`config.mk`:
```
export PLATFORM = sky130hd
export DESIGN_NAME = seq_signed_div
export DESIGN_NICKNAME = d
export VERILOG_FILES = /design/src/rtl/seq_div_pkg.sv /design/src/rtl/div_step.sv /design/src/rtl/seq_signed_div.sv
export SDC_FILE = /design/constraint.sdc
export NUM_CORES = 1
export LEC_CHECK = 0
export ABC_AREA = 1
export BUFFER_PORTS_ARGS = -buffer_cell sky130_fd_sc_hd__buf_2
export CORE_MARGIN = 2
export CORE_UTILIZATION = 33
export DETAILED_ROUTE_END_ITERATION = 8
export GPL_TIMING_DRIVEN = 1
export PLACE_DENSITY = 0.47
export SLEW_MARGIN = 20
export SYNTH_ARGS = -nofsm -noshare
export SYNTH_HDL_FRONTEND = slang
export SYNTH_SLANG_ARGS = --single-unit
```
`constraint.sdc`:
```
create_clock -name clk -period 5.61 [get_ports clk]
set_input_delay 1.122 -clock clk [delete_from_list [all_inputs] [get_ports clk]]
set_output_delay 1.122 -clock clk [all_outputs]
set_load 0.01 [all_outputs]
```
`src/rtl/seq_div_pkg.sv`:
```
// Shared parameters, state encoding and sizing helper for the sequential signed divider.
package seq_div_pkg;

  localparam int unsigned DW_DEF = 16;
  localparam int unsigned VW_DEF = 8;
  localparam int unsigned CW_DEF = $clog2(DW_DEF);

  typedef enum logic [1:0] {
    IDLE = 2'd0,
    CALC = 2'd1,
    FIX  = 2'd2,
    DONE = 2'd3
  } state_t;

  // Iteration counter width; a one-bit dividend still needs a one-bit counter.
  function automatic int unsigned cnt_width(input int unsigned dw);
    return (dw > 1) ? $clog2(dw) : 1;
  endfunction

endpackage

```
`src/rtl/div_step.sv`:
```
// One restoring-division iteration: shift in a dividend bit, subtract the divisor if it fits.
module div_step #(
  parameter int unsigned W = 9
) (
  input  logic [W-1:0] prem,
  input  logic         din,
  input  logic [W-1:0] dvs,
  output logic [W-1:0] rem_next_c,
  output logic         q_bit_c
);

  logic [W:0] trial;
  logic [W:0] dvs_ext;

  assign trial   = {prem, din};
  assign dvs_ext = {1'b0, dvs};

  // prem < dvs on entry, so the kept remainder always fits back into W bits.
  always_comb begin
    q_bit_c    = 1'b0;
    rem_next_c = W'(trial);
    if (trial >= dvs_ext) begin
      q_bit_c    = 1'b1;
      rem_next_c = W'(trial - dvs_ext);
    end
  end

endmodule

```
`src/rtl/seq_signed_div.sv`:
```
// Multi-cycle signed divider (truncating toward zero) behind valid/ready handshakes.
module seq_signed_div
  import seq_div_pkg::*;
#(
  parameter int unsigned DW = DW_DEF,
  parameter int unsigned VW = VW_DEF
) (
  input  logic          clk,
  input  logic          rst,
  input  logic          in_valid,
  output logic          in_ready,
  input  logic [DW-1:0] dividend,
  input  logic [VW-1:0] divisor,
  output logic          out_valid,
  input  logic          out_ready,
  output logic [DW-1:0] quotient,
  output logic [VW-1:0] remainder,
  output logic          div_by_zero,
  output logic          overflow
);

  localparam int unsigned RW = VW + 1;
  localparam int unsigned CW = cnt_width(DW);
  localparam logic [CW-1:0] CNT_INIT = CW'(DW - 1);

  state_t        state;
  logic [DW-1:0] dvd_q;
  logic [RW-1:0] dvs_abs;
  logic [RW-1:0] prem;
  logic [CW-1:0] cnt;
  logic          dvd_neg;
  logic          dvs_neg;

  logic [DW-1:0] abs_dvd_c;
  logic [RW-1:0] sext_dvs_c;
  logic [RW-1:0] abs_dvs_c;
  logic [RW-1:0] step_rem_c;
  logic          step_q_c;

  // Magnitudes at the accept edge; the extra divisor bit holds |-2^(VW-1)|.
  assign abs_dvd_c  = dividend[DW-1] ? DW'(-dividend) : dividend;
  assign sext_dvs_c = {divisor[VW-1], divisor};
  assign abs_dvs_c  = divisor[VW-1] ? RW'(-sext_dvs_c) : sext_dvs_c;

  div_step #(.W(RW)) u_step (
    .prem       (prem),
    .din        (dvd_q[DW-1]),
    .dvs        (dvs_abs),
    .rem_next_c (step_rem_c),
    .q_bit_c    (step_q_c)
  );

  // dvd_q shifts the dividend out of its top while quotient bits enter at the bottom.
  always_ff @(posedge clk) begin
    if (rst) begin
      state       <= IDLE;
      in_ready    <= 1'b1;
      out_valid   <= 1'b0;
      quotient    <= '0;
      remainder   <= '0;
      div_by_zero <= 1'b0;
      overflow    <= 1'b0;
      dvd_q       <= '0;
      dvs_abs     <= '0;
      prem        <= '0;
      cnt         <= '0;
      dvd_neg     <= 1'b0;
      dvs_neg     <= 1'b0;
    end else begin
      case (state)
        IDLE: begin
          if (in_valid && in_ready) begin
            in_ready <= 1'b0;
            dvd_q    <= abs_dvd_c;
            dvs_abs  <= abs_dvs_c;
            dvd_neg  <= dividend[DW-1];
            dvs_neg  <= divisor[VW-1];
            prem     <= '0;
            cnt      <= CNT_INIT;
            if (divisor == '0) begin
              quotient    <= '1;
              remainder   <= '0;
              div_by_zero <= 1'b1;
              overflow    <= 1'b0;
              out_valid   <= 1'b1;
              state       <= DONE;
            end else begin
              state <= CALC;
            end
          end
        end

        CALC: begin
          prem  <= step_rem_c;
          dvd_q <= {dvd_q[DW-2:0], step_q_c};
          cnt   <= cnt - CW'(1);
          if (cnt == '0) begin
            state <= FIX;
          end
        end

        FIX: begin
          quotient    <= (dvd_neg ^ dvs_neg) ? DW'(-dvd_q) : dvd_q;
          remainder   <= VW'(dvd_neg ? RW'(-prem) : prem);
          div_by_zero <= 1'b0;
          // A positive magnitude with the top bit set only arises from -2^(DW-1) / -1.
          overflow    <= ~(dvd_neg ^ dvs_neg) & dvd_q[DW-1];
          out_valid   <= 1'b1;
          state       <= DONE;
        end

        DONE: begin
          if (out_ready) begin
            out_valid <= 1'b0;
            in_ready  <= 1'b1;
            state     <= IDLE;
          end
        end

        default: state <= IDLE;
      endcase
    end
  end

endmodule
```
==> results of run 1 <==
## through the flow
step / utilization, % / setup WS (ns)
after floorplan: - / 3.26
after global placement: 35.7 / 2.71
after detailed placement: 35.7 / 2.66
after CTS: 37.8 / 2.73
after global routing: 37.8 / 2.42
final: 37.8 / 2.76
## layout by cell type, fill, tap and decap left out, types with 3 or more instances in the layout
cell type / n
sky130_fd_sc_hd__nor2_1: 80
sky130_fd_sc_hd__a21oi_2: 3
sky130_fd_sc_hd__inv_1: 87
sky130_fd_sc_hd__xor2_1: 18
sky130_fd_sc_hd__nand3_1: 58
sky130_fd_sc_hd__o21ai_0: 53
sky130_fd_sc_hd__nand2_2: 3
sky130_fd_sc_hd__dfxtp_1: 70
sky130_fd_sc_hd__nand2_1: 166
sky130_fd_sc_hd__buf_2: 55
sky130_fd_sc_hd__ha_1: 19
sky130_fd_sc_hd__a21oi_1: 69
sky130_fd_sc_hd__xnor2_1: 5
sky130_fd_sc_hd__clkbuf_16: 9
sky130_fd_sc_hd__nand4_1: 12
sky130_fd_sc_hd__inv_2: 3
sky130_fd_sc_hd__o211ai_1: 3
sky130_fd_sc_hd__nor3_1: 7
## area by class of cell
cell class | instances | area, um^2 | area share [%]
inverter | 91 | 347 | 6.69
tap | 180 | 225 | 4.35
clock buffer | 11 | 253 | 4.88
sequential | 70 | 1400 | 27.1
clock inverter | 5 | 33.8 | 0.652
timing repair buffer | 55 | 275 | 5.31
multi-input combinational | 516 | 2650 | 51.1
## logic make-up after synthesis
family          Yosys count
buf+inv                 117
fa+ha+maj                20
xor+xnor                 23
flops                    70
compound gates          136
simple gates            337
## sequential cells by signal (all words and copies together) (netlist names), 2 cells and up
name	count
dvd_q	16
quotient	16
dvs_abs	9
prem	9
remainder	8
cnt	4
state	2
## worst register-to-register path, cell delays in order (launching register included)
cell and delay [ns]:
sky130_fd_sc_hd__dfxtp_1 0.33, sky130_fd_sc_hd__inv_1 0.10, sky130_fd_sc_hd__ha_1 0.53, sky130_fd_sc_hd__inv_1 0.48
sky130_fd_sc_hd__o21ai_2 0.49, sky130_fd_sc_hd__inv_2 0.37, sky130_fd_sc_hd__a21oi_1 0.23, sky130_fd_sc_hd__o21ai_0 0.13
sky130_fd_sc_hd__a21oi_1 0.13
## worst max-delay path by stage
stage                     from  cells past startpoint  slack [ns]      endpoint
floorplan           divisor[0]                     10        3.26  quotient[14]
global placement    divisor[0]                     12        2.71   quotient[1]
detailed placement  divisor[0]                     12        2.66  quotient[10]
CTS                   state[1]                      8        2.73      dvd_q[7]
global route          state[1]                      7        2.42        cnt[2]
finish                state[1]                      8        2.76      dvd_q[7]
## per-layer routing
| metal | up-vias | share of wire (%) | GRT usage [%] |
|---|---|---|---|
| met5 | - | 0 | 0 |
| met4 | 0 | 0.80 | 4.09 |
| met3 | 8 | 3.6 | 3.23 |
| met2 | 78 | 41 | 24.9 |
| met1 | 1998 | 55 | 26.3 |
| li1 | 2357 | - | - |
## report_power, final
part / internal, mW / leakage (nW) / switching [mW]
registers: 0.635 / 0.571 / 0.131
logic: 0.591 / 1.75 / 1.15
clock network: 0.322 / 0.138 / 0.220
total: 1.55 / 2.46 / 1.50
==> results.py, run 1 <==
metrics = {
    "status": {
        "run_status": "finished clean",
    },
    "cts": {
        "cts-root-buf": "sky130_fd_sc_hd__clkbuf_16",
        "clock_tree_sinks": 70,
        "cts.hold.buffers_added": 0,
        "post-cts-setup-buffer-count": 0,
        "tritoncts.num_buffers": 9,
        "cts-root-to-sink-buffers": 2,
        "clk_transition_reported_paths_ns": 0.06,
        "cts_tree": "yes",
        "clkLatencyLatePin_ns": 0.34,
        "cts.htree.levels": 3,
        "post_cts_resize_count": 0,
    },
    "critical_path": {
        "regToRegStartpoint": "state[1]",
        "cp_top_family": "compound AO/OA/AOI/OAI gates",
        "wp_buf_inv": 3,
        "endpoint_kind": "flip-flop",
        "cp_slowest_stage_delay_ns": 0.53,
        "cp_cell_sequence": "inv_1 > ha_1 > inv_1 > o21ai_2 > inv_2 > a21oi_1 > o21ai_0 > a21oi_1",
        "timing.critical_path.fanout_max": 37,
        "startpoint_class": "flip-flop",
        "r2r_setup_slack_ns": 2.76,
        "slowest_stage": "sky130_fd_sc_hd__ha_1",
        "required_ns": 5.87,
        "crit_arrival_ns": 3.12,
        "crit_type": "reg2reg",
        "ff2ff_path_depth": 8,
        "timing.rr.end": "dvd_q[7]",
    },
    "placed_design": {
        "io_buffer_count": 55,
        "finalWeightedCongestion": 0.837,
        "dpl.hpwl_um": 9290,
        "post_placement_cell_count": 912,
        "dpl_cell_area_um2": 4890,
    },
    "global_route": {
        "grt_antenna_before_repair": 0,
        "first_global_vias": 4041,
        "global_route.usage.total_pct": 17.2,
        "grt-ovfl-total": 0,
        "grt_start_max_net_pins": 38,
        "grt_pass1_wl_um": 20200,
    },
    "hold_path": {
        "hold_class": "reg2reg",
        "worstHoldEndpoint": "remainder[3]",
        "whs_path_depth": 2,
        "worstHoldStart": "remainder[3]",
    },
    "route": {
        "route.vias.total": 4441,
        "routedWlPerCell_um": 13.3,
        "drt_drc_violations_left": 0,
        "vias_per_cell": 4.79,
        "drt_iter0_drc": 246,
        "wirelength_um": 12300,
        "detailedRoute.firstPassIterationCount": 7,
        "route.antenna.remaining_nets": 0,
    },
    "cells_and_area": {
        "finish.net_count": 791,
        "syn_to_final_growth_pct": 13.3,
        "n_fill_cell": 1498,
        "postLayoutCellArea_um2": 5180,
        "layout.cells.non_filler": 928,
        "drive_above_1_share_pct": 12.2,
        "num_antenna_cells": 0,
    },
    "timing": {
        "maxClockFrequency_mhz": 350,
        "tightest_slew_ns": 0.974,
        "grt_setup_unrepaired": "no",
        "fin_setup_tns_ns": 0,
        "clock_skew_ns": 0.00798,
        "setup-violations-final": 0,
        "finalWorstPathRequiredPeriod_ns": 2.85,
        "relSlewSlack_pct": 35.0,
        "slew_violations": 0,
        "finalHoldViolCount": 0,
        "timing.hold.ws_ns": 0.460,
        "layout_worst_path_cycle_share_pct": 50.9,
    },
    "yosys": {
        "synth_compound_area_share_pct": 15.9,
        "syn_inst": 703,
        "yosysTopAreaCell": "sky130_fd_sc_hd__dfxtp_1",
        "synth_xor_xnor_area_share_pct": 4.41,
        "yosysMostFrequentCell": "sky130_fd_sc_hd__nand2_1",
        "netlist_top_cells_area": "sky130_fd_sc_hd__dfxtp_1, sky130_fd_sc_hd__nand2_1, sky130_fd_sc_hd__a21oi_1",
        "synth_fa_ha_area_share_pct": 5.64,
        "synthesis.nets": 751,
        "share_of_synthesized_area_spent_on_multiplexers_pct": 0,
        "synth_simple_gate_area_share_pct": 31.9,
        "main_synth_ff_type": "sky130_fd_sc_hd__dfxtp_1",
        "postSynth.asyncResetShare_pct": 0,
        "netlist_area_um2": 4570,
        "post_synth_num_cell_types": 41,
        "main_combinational_cell_family_by_area_after_synthesis": "simple AND/OR/NAND/NOR gates",
        "yosys_register_bits": 70,
        "synth_top_cell_area_share_pct": 30.7,
        "number_of_enable_type_register_cells_in_the_synthesized_netlist": 0,
        "yosys-top-cells-count": "sky130_fd_sc_hd__nand2_1, sky130_fd_sc_hd__inv_1, sky130_fd_sc_hd__nor2_1",
        "synth-seq-area-share_pct": 30.7,
        "yosys_warnings": 0,
        "synth_area_per_cell_um2": 6.50,
    },
    "floorplanning": {
        "floorplan.die.height_um": 122,
        "die_w_um": 122,
        "rows": 43,
        "core_area_um2": 13700,
        "ios": 56,
        "design.die.area_um2": 14800,
        "start_util_pct": 33.3,
    },
    "run": {
        "max_cap_viol_count": 0,
    },
    "power_and_ir_drop": {
        "ir_worst_vdd_v": 0.000159,
        "powerDensity_nw_per_um2": 589,
        "post-layout-total-power_mw": 3.05,
        "static-leakage-power_nw": 2.46,
    },
}
(Power assumes the default switching activity.)
==> run 2: changes to the inputs <==
--- a/config.mk
+++ b/config.mk
@@ -11,7 +11,7 @@
 export CORE_UTILIZATION = 33
 export DETAILED_ROUTE_END_ITERATION = 8
 export GPL_TIMING_DRIVEN = 1
-export PLACE_DENSITY = 0.47
+export PLACE_DENSITY = 0.49
 export SLEW_MARGIN = 20
 export SYNTH_ARGS = -nofsm -noshare
 export SYNTH_HDL_FRONTEND = slang
==> constraint.sdc (replaced) <==
create_clock -name clk -period 2.3 [get_ports clk]
set_input_delay 0.46 -clock clk [delete_from_list [all_inputs] [get_ports clk]]
set_output_delay 0.46 -clock clk [all_outputs]
set_load 0.01 [all_outputs]
==> run 2 against run 1 <==
Combinational power is 150% higher. Non-clock buffer count is 10 higher. Setup slack worse by 2.5 ns. Design area is 2.1% higher. Clock-buffer cell count is 1 lower. Clock power grew to 2.8 times the previous value. Via count is 0.29% higher. Maximum frequency is 39% higher. Utilization is 0.81 points higher. Flip-flop and latch count stayed put.
==> results.py, run 2 (synthesized netlist as in run 1, its figures left out) <==
metrics = {
    "status": {
        "run_status": "finished clean",
    },
    "cts": {
        "cts-root-buf": "sky130_fd_sc_hd__clkbuf_16",
        "post_cts_resize_count": 0,
        "clock_tree_sinks": 70,
        "cts.htree.levels": 3,
        "cts.hold.buffers_added": 0,
        "clk_transition_reported_paths_ns": 0.06,
        "clkLatencyLatePin_ns": 0.34,
        "cts_tree": "yes",
        "tritoncts.num_buffers": 9,
        "post-cts-setup-buffer-count": 0,
        "cts-root-to-sink-buffers": 2,
    },
    "floorplanning": {
        "design.die.area_um2": 14800,
        "rows": 43,
        "ios": 56,
        "floorplan.die.height_um": 122,
        "die_w_um": 122,
        "core_area_um2": 13700,
        "start_util_pct": 33.3,
    },
    "critical_path": {
        "crit_type": "reg2reg",
        "required_ns": 2.53,
        "timing.critical_path.fanout_max": 18,
        "startpoint_class": "flip-flop",
        "ff2ff_path_depth": 9,
        "endpoint_kind": "flip-flop",
        "timing.rr.end": "quotient[10]",
        "crit_arrival_ns": 2.29,
        "r2r_setup_slack_ns": 0.25,
        "regToRegStartpoint": "state[0]",
    },
    "timing": {
        "clock_skew_ns": 0.00476,
        "grt_setup_unrepaired": "no",
        "layout_worst_path_cycle_share_pct": 89.3,
        "tightest_slew_ns": 0.861,
        "finalHoldViolCount": 0,
        "setup-violations-final": 0,
        "slew_violations": 0,
        "fin_setup_tns_ns": 0,
        "maxClockFrequency_mhz": 487,
        "relSlewSlack_pct": 42.6,
        "finalWorstPathRequiredPeriod_ns": 2.05,
    },
    "hold_path": {
        "worstHoldEndpoint": "dvs_abs[0]",
        "hold_class": "in2reg",
        "worstHoldStart": "divisor[0]",
        "whs_path_depth": 3,
    },
    "cells_and_area": {
        "layout.cells.non_filler": 938,
        "postLayoutCellArea_um2": 5290,
        "leading_cell_type_in_the_layout_fill_and_taps_excluded": "sky130_fd_sc_hd__nand2_1",
        "syn_to_final_growth_pct": 15.7,
        "drive_above_1_share_pct": 13.2,
        "finish.net_count": 801,
        "num_antenna_cells": 0,
        "n_fill_cell": 1530,
        "most-common-layout-cells": "sky130_fd_sc_hd__nand2_1, sky130_fd_sc_hd__inv_1, sky130_fd_sc_hd__nor2_1",
        "largest_registers": "dvd_q (16), quotient (16)",
    },
    "power_and_ir_drop": {
        "ir_worst_vdd_v": 0.000516,
        "static-leakage-power_nw": 2.52,
        "power_frac_clock_pct": 19.9,
        "sequential_power_share_pct": 24.3,
        "power.share.switching_pct": 48.1,
        "combPwrFrac_pct": 55.8,
        "powerDensity_nw_per_um2": 1460,
        "switchingPower_mw": 3.71,
        "power_report.internal_total_mw": 4.01,
    },
    "global_route": {
        "grt_start_max_net_pins": 38,
        "first_global_vias": 4268,
        "grt-ovfl-total": 0,
        "global_route.usage.total_pct": 17.6,
        "grt_antenna_before_repair": 0,
        "grt_pass1_wl_um": 20900,
    },
    "route": {
        "drt_iter0_drc": 315,
        "route.vias.total": 4454,
        "detailedRoute.firstPassIterationCount": 5,
        "route.antenna.remaining_nets": 0,
        "routedWlPerCell_um": 13.1,
        "wirelength_um": 12300,
        "drt_drc_violations_left": 0,
        "vias_per_cell": 4.75,
    },
    "placed_design": {
        "io_buffer_count": 55,
        "dpl.hpwl_um": 9470,
        "post_placement_cell_count": 922,
        "dpl_cell_area_um2": 4970,
        "finalWeightedCongestion": 0.809,
    },
    "run": {
        "max_cap_viol_count": 0,
    },
}
-- run 2: how the worst max path moves through the flow --
| stage | end | start | cells after the start |
|---|---|---|---|
| floorplan | prem[7] | dvd_q[15] | 11 |
| global placement | quotient[10] | divisor[0] | 12 |
| detailed placement | quotient[5] | divisor[0] | 12 |
| CTS | quotient[10] | state[0] | 9 |
| global route | quotient[10] | state[0] | 9 |
| finish | quotient[10] | state[0] | 9 |
-- run 2: stage by stage --
stage	setup slack (ns)	util [%]	hold slack, ns	power [mW]
final	0.245	38.6	0.401	7.72
after global routing	0.00608	38.6	0.420	8.56
after CTS	0.246	38.6	0.391	7.76
after detailed placement	0.152	36.2	0.450	6.19
after global placement	0.244	36.2	0.447	6.18
after floorplan	0.535	-	0.436	5.22
-- run 2: layout make-up --
class	instances	area, um^2	area share, %
clock inverter	6	93.8	1.77
clock buffer	10	229	4.33
tap	180	225	4.26
timing repair buffer	65	350	6.62
multi-input combinational	516	2650	50.0
sequential	70	1400	26.5
inverter	91	347	6.55
-- run 2: power groups by stage --
stage / Combinational, mW / Sequential [mW] / Clock, mW
after global placement: 4.29 / 1.89 / 0
final: 4.31 / 1.87 / 1.54
after global routing: 5.03 / 1.92 / 1.61
after floorplan: 3.41 / 1.81 / 0
after detailed placement: 4.29 / 1.90 / 0
after CTS: 4.32 / 1.87 / 1.56
-- run 2: layer usage --
metal  GRT usage [%]  share of wire (%)
met5               0                  0
met4            4.53                1.1
met3            3.32                3.6
met2            26.6                 41
met1            25.8                 54
-- run 2: critical path, cell delays in order (launching register included) --
cell	delay, ns
sky130_fd_sc_hd__dfxtp_1	0.34
sky130_fd_sc_hd__inv_1	0.11
sky130_fd_sc_hd__ha_1	0.41
sky130_fd_sc_hd__nand4_2	0.19
sky130_fd_sc_hd__o21ai_4	0.19
sky130_fd_sc_hd__nand2_8	0.18
sky130_fd_sc_hd__inv_6	0.17
sky130_fd_sc_hd__nand2_2	0.14
sky130_fd_sc_hd__nor2_1	0.14
sky130_fd_sc_hd__nor2_1	0.06
==> run 3: changes to the inputs <==
==> constraint.sdc (replaced) <==
create_clock -name clk -period 1.65 [get_ports clk]
set_input_delay 0.33 -clock clk [delete_from_list [all_inputs] [get_ports clk]]
set_output_delay 0.33 -clock clk [all_outputs]
set_load 0.01 [all_outputs]
==> run 3 against run 2 <==
The run now ends with negative setup slack left. First-iteration DRC count is 24% higher. Flip-flop and latch count stayed put. Sequential power is 36% higher. Clock power is 39% higher. Non-clock buffer count is 68 higher. Power is 76% higher. Wire length is 6.6% higher. Via count is 8.3% higher. Design area is 18% higher. Largest power group unchanged. Utilization is 6.9 points higher.
==> results.py, run 3 (synthesized netlist as in run 1, its figures left out) <==
metrics = {
    "placed_design": {
        "finalWeightedCongestion": 0.818,
        "io_buffer_count": 55,
        "dpl.hpwl_um": 9890,
        "dpl_cell_area_um2": 5440,
    },
    "cells_and_area": {
        "num_antenna_cells": 0,
        "postLayoutCellArea_um2": 6230,
        "leading_cell_type_in_the_layout_fill_and_taps_excluded": "sky130_fd_sc_hd__nand2_1",
        "utilization_pct": 45.4,
        "most-common-layout-cells": "sky130_fd_sc_hd__nand2_1, sky130_fd_sc_hd__inv_1, sky130_fd_sc_hd__nor2_1",
        "largest_registers": "dvd_q (16), quotient (16)",
        "drive_above_1_share_pct": 27.6,
        "syn_to_final_growth_pct": 36.3,
        "finish.net_count": 869,
    },
    "timing": {
        "finalHoldViolCount": 0,
        "maxClockFrequency_mhz": 565,
        "final_critical_path_setup_slack_ns": -0.120,
        "slew_violations": 0,
        "layout_worst_path_cycle_share_pct": 107,
        "setup-violations-final": 9,
        "relSlewSlack_pct": 59.4,
        "fin_setup_tns_ns": -0.894,
        "timing.hold.ws_ns": 0.346,
        "clock_skew_ns": 0.00583,
        "finalWorstPathRequiredPeriod_ns": 1.77,
        "grt_setup_unrepaired": "yes",
        "tightest_slew_ns": 0.609,
    },
    "floorplanning": {
        "core_area_um2": 13700,
        "die_w_um": 122,
        "start_util_pct": 33.3,
        "rows": 43,
        "floorplan.die.height_um": 122,
        "design.die.area_um2": 14800,
        "ios": 56,
    },
    "power_and_ir_drop": {
        "combPwrFrac_pct": 65.5,
        "power_report.internal_total_mw": 7.49,
        "sequential_power_share_pct": 18.7,
        "powerDensity_nw_per_um2": 2180,
        "ir_worst_vdd_v": 0.000860,
        "static-leakage-power_nw": 2.97,
        "power_frac_clock_pct": 15.7,
        "power.share.switching_pct": 45.0,
        "switchingPower_mw": 6.12,
    },
    "route": {
        "vias_per_cell": 4.80,
        "routedWlPerCell_um": 13.0,
        "drt_drc_violations_left": 0,
        "route.vias.total": 4825,
        "detailedRoute.firstPassIterationCount": 5,
        "drt_iter0_drc": 392,
        "wirelength_um": 13100,
        "route.antenna.remaining_nets": 0,
    },
    "critical_path": {
        "crit_type": "reg2reg",
        "crit_arrival_ns": 1.97,
        "cp_top_family": "adder cells",
        "timing.critical_path.fanout_max": 4,
        "critical-path-top-cell-by-count": "sky130_fd_sc_hd__nand3_2",
        "slowest_stage": "sky130_fd_sc_hd__fa_2",
        "endpoint_kind": "flip-flop",
        "required_ns": 1.85,
        "startpoint_class": "flip-flop",
        "cp_slowest_stage_delay_ns": 0.36,
        "wp_buf_inv": 3,
        "cp_cell_sequence": "inv_2 > ha_4 > inv_4 > fa_2 > nand4_1 > nand2_2 > nand2_4 > clkbuf_16 > nand3_2 > nand3_2 > a21oi_1",
    },
    "global_route": {
        "grt-ovfl-total": 0,
        "first_global_vias": 4336,
        "grt_start_max_net_pins": 36,
        "global_route.usage.total_pct": 17.9,
        "grt_antenna_before_repair": 0,
        "grt_pass1_wl_um": 21100,
    },
    "cts": {
        "cts.hold.buffers_added": 0,
        "cts-root-buf": "sky130_fd_sc_hd__clkbuf_16",
        "cts_tree": "yes",
        "clkLatencyLatePin_ns": 0.33,
        "tritoncts.num_buffers": 9,
        "clock_tree_sinks": 70,
        "cts-root-to-sink-buffers": 2,
        "cts.htree.levels": 3,
        "clk_transition_reported_paths_ns": 0.05,
    },
    "status": {
        "run_status": "finished with violations",
        "violations": "negative setup slack",
    },
    "run": {
        "max_cap_viol_count": 0,
    },
    "hold_path": {
        "hold_class": "in2reg",
    },
}
[run 3: cell count changes in the layout (fill, tap and decap cells not counted), sizes merged]
cell | previous run | this run
clkbuf | 10 | 13
buf | 65 | 131
inv | 93 | 91
clkinv | 1 | 2
[run 3: layout make-up]
class,count,area [um^2]
sequential,70,1410
tap,180,225
clock inverter,5,81.3
clock buffer,11,253
inverter,91,352
timing repair buffer,133,990
fill,1417,7490
multi-input combinational,516,2930
[run 3: repair_timing]
item | CTS | global route
buffers inserted | 3 | 5
gates cloned | 1 | 2
gates resized for setup | 12 | 71
endpoints found under the setup margin | 38 | 51
pin swaps | 1 | 9
[run 3: stage by stage]
step | worst slack (ns) | power, mW | cells
floorplan | 0.00893 | 7.34 | 703
global placement | -0.139 | 9.54 | 979
detailed placement | -0.150 | 9.58 | 979
CTS | -0.0707 | 12.3 | 999
global route | -0.208 | 14.8 | 1006
finish | -0.120 | 13.6 | 1006
[run 3: worst paths after layout]
kind              startpoint    endpoint  slack [ns]  cells after the start
setup / recovery   dvd_q[15]     prem[5]       -0.12                     11
hold / removal    divisor[6]  dvs_abs[6]        0.35                      3
setup reg to reg   dvd_q[15]     prem[5]       -0.12                     11
hold reg to reg   dvs_abs[8]  dvs_abs[8]        0.46                      2
[run 3: worst reg2reg max path, stage by stage (launching register included)]
cell                        delay [ns]
sky130_fd_sc_hd__dfxtp_2          0.32
sky130_fd_sc_hd__inv_2            0.07
sky130_fd_sc_hd__ha_4             0.14
sky130_fd_sc_hd__inv_4            0.03
sky130_fd_sc_hd__fa_2             0.36
sky130_fd_sc_hd__nand4_1          0.12
sky130_fd_sc_hd__nand2_2          0.10
sky130_fd_sc_hd__nand2_4          0.14
sky130_fd_sc_hd__clkbuf_16        0.16
sky130_fd_sc_hd__nand3_2          0.06
sky130_fd_sc_hd__nand3_2          0.07
sky130_fd_sc_hd__a21oi_1          0.07
[run 3: metal layers]
metal	global-route usage, %	share of wire (%)	vias to the layer above
met5	0	0	-
li1	-	-	2510
met3	3.60	5.2	9
met4	4.53	0.96	0
met2	26.8	44	127
met1	26.2	50	2179
[run 3: power groups by stage]
| stage | clock (mW) | combinational, mW | sequential [mW] |
|---|---|---|---|
| floorplan | 0 | 4.82 | 2.52 |
| global placement | 0 | 6.99 | 2.54 |
| detailed placement | 0 | 7.04 | 2.55 |
| CTS | 2.19 | 7.58 | 2.52 |
| global route | 2.27 | 9.90 | 2.61 |
| finish | 2.14 | 8.92 | 2.55 |
